`src/rtl/voice_mixer.sv`:
```
// voice_mixer: snapshots the voices on each lrck rise, sums the enabled ones, applies Q4.4 gain and saturates.
module voice_mixer #(
    parameter int NUM_VOICES = 8,
    parameter int DATA_W     = 16,
    parameter int GAIN_W     = 8,
    parameter int GAIN_FRAC  = 4
) (
    input  logic                         Clk,
    input  logic                         Reset,
    input  logic                         lrck,
    input  logic [NUM_VOICES*DATA_W-1:0] voice_in,
    input  logic [NUM_VOICES-1:0]        voice_mask,
    input  logic [GAIN_W-1:0]            gain,
    input  logic                         clr_flags,
    output logic [DATA_W-1:0]            mix_out,
    output logic                         mix_valid,
    output logic                         clip,
    output logic                         overrun
);
    localparam int IDX_W  = $clog2(NUM_VOICES);
    localparam int ACC_W  = DATA_W + IDX_W;
    localparam int PROD_W = ACC_W + GAIN_W + 1;
    localparam logic signed [PROD_W-1:0] SAT_MAX = PROD_W'(2 ** (DATA_W - 1) - 1);
    localparam logic signed [PROD_W-1:0] SAT_MIN = -SAT_MAX - PROD_W'(1);

    typedef enum logic [1:0] {IDLE, ACCUM, SCALE, SAT} state_t;

    state_t                     state_q, state_d;
    logic                       s1_q, s2_q, s3_q;
    logic signed [DATA_W-1:0]   cap_q [NUM_VOICES];
    logic signed [DATA_W-1:0]   cap_d [NUM_VOICES];
    logic signed [ACC_W-1:0]    acc_q, acc_d;
    logic signed [PROD_W-1:0]   prod_q, prod_d;
    logic [IDX_W-1:0]           idx_q, idx_d;
    logic [GAIN_W-1:0]          gain_q, gain_d;
    logic [DATA_W-1:0]          mix_out_q, mix_out_d;
    logic                       mix_valid_q, mix_valid_d;
    logic                       clip_q, clip_d;
    logic                       overrun_q, overrun_d;
    logic                       edge_det, over, under;
    logic signed [PROD_W-1:0]   shifted;

    assign edge_det = s2_q & ~s3_q;
    // Arithmetic shift floors toward -inf, so tiny negative mixes land on -1
    assign shifted  = prod_q >>> GAIN_FRAC;
    assign over     = shifted > SAT_MAX;
    assign under    = shifted < SAT_MIN;

    always_comb begin
        state_d     = state_q;
        cap_d       = cap_q;
        acc_d       = acc_q;
        prod_d      = prod_q;
        idx_d       = idx_q;
        gain_d      = gain_q;
        mix_out_d   = mix_out_q;
        mix_valid_d = 1'b0;
        clip_d      = clip_q & ~clr_flags;
        overrun_d   = (overrun_q & ~clr_flags) | (edge_det && state_q != IDLE);
        case (state_q)
            IDLE: if (edge_det) begin
                for (int v = 0; v < NUM_VOICES; v++)
                    cap_d[v] = voice_mask[v] ? voice_in[v*DATA_W +: DATA_W] : '0;
                acc_d   = '0;
                idx_d   = '0;
                gain_d  = gain;
                state_d = ACCUM;
            end
            ACCUM: begin
                acc_d   = acc_q + {{(ACC_W-DATA_W){cap_q[idx_q][DATA_W-1]}}, cap_q[idx_q]};
                idx_d   = idx_q + IDX_W'(1);
                state_d = (idx_q == IDX_W'(NUM_VOICES - 1)) ? SCALE : ACCUM;
            end
            SCALE: begin
                prod_d  = acc_q * $signed({1'b0, gain_q});
                state_d = SAT;
            end
            SAT: begin
                mix_out_d   = over ? {1'b0, {(DATA_W-1){1'b1}}} :
                              under ? {1'b1, {(DATA_W-1){1'b0}}} : shifted[DATA_W-1:0];
                mix_valid_d = 1'b1;
                clip_d      = clip_d | over | under;
                state_d     = IDLE;
            end
            default: state_d = IDLE;
        endcase
    end

    always_ff @(posedge Clk) begin
        if (Reset) begin
            state_q     <= IDLE;
            s1_q        <= 1'b0;
            s2_q        <= 1'b0;
            s3_q        <= 1'b0;
            cap_q       <= '{default: '0};
            acc_q       <= '0;
            prod_q      <= '0;
            idx_q       <= '0;
            gain_q      <= '0;
            mix_out_q   <= '0;
            mix_valid_q <= 1'b0;
            clip_q      <= 1'b0;
            overrun_q   <= 1'b0;
        end else begin
            state_q     <= state_d;
            s1_q        <= lrck;
            s2_q        <= s1_q;
            s3_q        <= s2_q;
            cap_q       <= cap_d;
            acc_q       <= acc_d;
            prod_q      <= prod_d;
            idx_q       <= idx_d;
            gain_q      <= gain_d;
            mix_out_q   <= mix_out_d;
            mix_valid_q <= mix_valid_d;
            clip_q      <= clip_d;
            overrun_q   <= overrun_d;
        end
    end

    assign mix_out   = mix_out_q;
    assign mix_valid = mix_valid_q;
    assign clip      = clip_q;
    assign overrun   = overrun_q;
endmodule

```
`config.mk`:
```
export PLATFORM = sky130hd
export DESIGN_NAME = voice_mixer
export DESIGN_NICKNAME = d
export VERILOG_FILES = /design/src/rtl/voice_mixer.sv
export SDC_FILE = /design/constraint.sdc
export NUM_CORES = 1
export LEC_CHECK = 0
export ABC_AREA = 1
export CAP_MARGIN = 20
export CORE_MARGIN = 3
export CORE_UTILIZATION = 38
export CTS_BUF_LIST = sky130_fd_sc_hd__clkbuf_16
export CTS_CLUSTER_SIZE = 28
export DETAILED_ROUTE_END_ITERATION = 8
export GPL_TIMING_DRIVEN = 0
export PLACE_DENSITY = 0.6
export SLEW_MARGIN = 20
export SYNTH_ARGS = -nofsm -noshare
export SYNTH_HDL_FRONTEND = slang
export SYNTH_SLANG_ARGS = --single-unit
```
`constraint.sdc`:
```
create_clock -name Clk -period 4.1 [get_ports Clk]
set_input_delay 0.41 -clock Clk [delete_from_list [all_inputs] [get_ports Clk]]
set_output_delay 0.41 -clock Clk [all_outputs]
set_load 0.01 [all_outputs]
```
==> metrics.txt <==
status finished, violations left; violated checks setup timing; proportion of synthesized chip area in sequential cells 0.267; die height 208 um; RePlAce Congestion 0.931; IO Port Bufs 157; synth unique cells 43; full die area 43100 um^2; VDD IR max 275 uV; core area 39900 um^2; Pleak 9.59 nW; First-pass DRT Iterations 6; largest net degree at the start of global routing 14; Clock Latency Late Sink 0.55 ns; post-detailed-route count of antenna-violating nets 0; Crit Path Max Fanout 8; Seq cells post-synth 206; Initial Util 0.387; placed insts 2920; Max-cap violations 0; Pwr per Cell Area 239 nW/um^2; syn_area_per_cell 6.90 um^2; Layout area overhead 32.7%; Worst Setup Start Kind flip-flop; CP arrival 4.69 ns; FF-to-FF setup slack -0.16 ns; CTS tree done; PnR worst setup slack -0.156 ns; clock tree buffer depth 3; initial drt markers 944; cell chosen for the clock root clkbuf_16; Top FF cell, synth dfxtp_1; DRT Wirelength 50900 um; Final min period 4.26 ns; Worst-path clk slew 0.06 ns; Final setup violation count 12; cell area after synthesis 15400 um^2; CTS buffer count 24; sequential standard cell area 4150 um^2; Max Fclk 0.235 GHz; Worst Path Required 4.53 ns; Congestion Overflow GR 0; DP HPWL 39700 um; Die W 208 um; initial antenna violation count 3; DR DRC count 0; io pins 167; fin crit share 1.04; layout net count 2832; number of global-route vias before repair 15.8k; Ys Warns 0; H-tree depth 1; max-slew violation count 0; area of the multi-input gates 10400 um^2; fraction of registers with async set/reset 0; Clock Skew 0.0218 ns; layout cells sized above 1 0.164; kind of critical path reg2reg; RSZ-0062 raised after global routing true; Critical Path End Type flip-flop; Worst slew margin 0.421; global-route wire length before repair 81500 um; HP Class in2reg; syn nets 2580; Post-synth EDFFs 0; pin slew with the least headroom to its limit 0.869 ns; Final Hold Viols 0; post-DR vias/cell 5.05; total track usage 0.231; DR vias 15.3k; cell count after synthesis 2238; routed len/inst 16.8 um; CTS sink count 206; layout filler cell count 3850; # rows 73; post-route insts no fill 3033; post-layout util 0.513; # hold bufs at CTS 0
==> layout make-up <==
cell class              count  share of cell area
multi-input cells        1544               0.510
flip-flops and latches    206               0.203
inverters                 353              0.0650
well taps                 525              0.0320
repair buffers            228               0.108
diodes                      1            0.000122
plain buffers             133              0.0429
clock buffers              24              0.0293
clock inverters            19             0.00977
==> through the flow <==
stage	instance area, um^2	power, W	hold slack [ns]	setup TNS (ns)	setup WS, ns
2_1_floorplan	15500	0.00240	0.388	0	0.000648
3_3_place_gp	17700	0.00268	0.395	-11.14	-0.647
3_5_place_dp	17700	0.00268	0.408	-11.37	-0.671
4_1_cts	20000	0.00491	0.158	-0.750	-0.129
5_1_grt	20500	0.00506	0.194	-3.90	-0.336
6_report	20500	0.00489	0.170	-1.04	-0.156
==> layer usage <==
layer,routed length (um),vias to the layer above,global-route usage
li1,-,7533,-
met1,21200,7223,0.290
met2,25100,447,0.411
met3,2680,103,0.0302
met4,1910,4,0.0803
met5,15,-,0
==> cells in the final DEF (no fill, tap or decap), types with 8 or more instances in the layout <==
master and instances:
a211oi_1 8, a21oi_1 187, a21oi_2 10, a21oi_4 9, a31oi_1 15, buf_2 28, buf_4 66, buf_6 13
buf_8 13, clkbuf_1 63, clkbuf_16 27, clkdlybuf4s50_1 157, dfxtp_1 191, dfxtp_2 11, fa_1 114, ha_1 51
ha_4 22, inv_1 318, inv_2 35, nand2_1 442, nand2_2 45, nand2_4 23, nand3_1 171, nand3_2 9
nand4_1 11, nor2_1 203, nor2_2 13, nor2_4 13, o21ai_0 99, o21ai_1 14, o21ai_2 10, o22ai_1 15
==> cell usage after synthesis (11+ instances only) <==
cell	count	area [um^2]
a21oi_1	205	1030
a31oi_1	15	93.8
buf_2	28	140
clkbuf_1	95	357
dfxtp_1	206	4120
fa_1	121	2420
ha_1	73	913
inv_1	349	1310
nand2_1	509	1910
nand3_1	180	901
nand4_1	11	68.8
nor2_1	219	822
o21ai_0	110	551
o21ai_1	14	70.1
o22ai_1	15	93.8
==> cell families (layout without fill, tap and decap cells) <==
| group | after synthesis | count (layout) | share of synthesized area |
|---|---|---|---|
| DFF | 206 | 206 | 0.267 |
| other | 0 | 1 | 0 |
| and+or+nand+nor | 958 | 958 | 0.257 |
| AOI/OAI and AO/OA | 379 | 379 | 0.129 |
| adders and majority gates | 194 | 194 | 0.216 |
| buffers and inverters | 488 | 757 | 0.123 |
| xor gates and xnor gates | 13 | 13 | 0.00737 |
==> worst paths after layout <==
path | end | depth (start not counted) | startpoint
worst max register to register | prod_q[23] | 18 | acc_q[18]
worst max-delay path | prod_q[23] | 18 | acc_q[18]
worst min-delay path | mix_valid | 2 | Reset
worst min register to register | s2_q | 2 | s1_q
==> worst max-delay path: stages (launching register included) <==
cell	delay, ns
dfxtp_4	0.48
nand2_4	0.09
inv_4	0.07
fa_2	0.49
buf_4	0.17
fa_1	0.48
fa_1	0.50
inv_1	0.06
fa_1	0.53
inv_1	0.06
ha_4	0.32
nand2_4	0.08
nor2_4	0.13
and2_4	0.17
nand4_1	0.16
nand4_1	0.13
nand3_1	0.08
nand2_1	0.08
inv_1	0.04
==> sequential cells by signal (all words and copies together) (netlist names), 3 cells and up, named ones only <==
register and flops:
idx_q 3, mix_out 16, cap_q 128, acc_q 19
prod_q 24, gain_q 8
==> power breakdown <==
part           leakage [nW]  switching, W  internal (W)
registers              1.67     0.0000257       0.00204
logic                  7.51      0.000364      0.000288
clock network         0.400      0.000908       0.00127
==> timing repair <==
item,in CTS,in global routing
cloned,4,0
buffers inserted,44,24
pin swaps,95,66
setup endpoints to repair,20,19
gates resized for setup,265,128
Note: power is estimated with default switching activity, not from simulation.
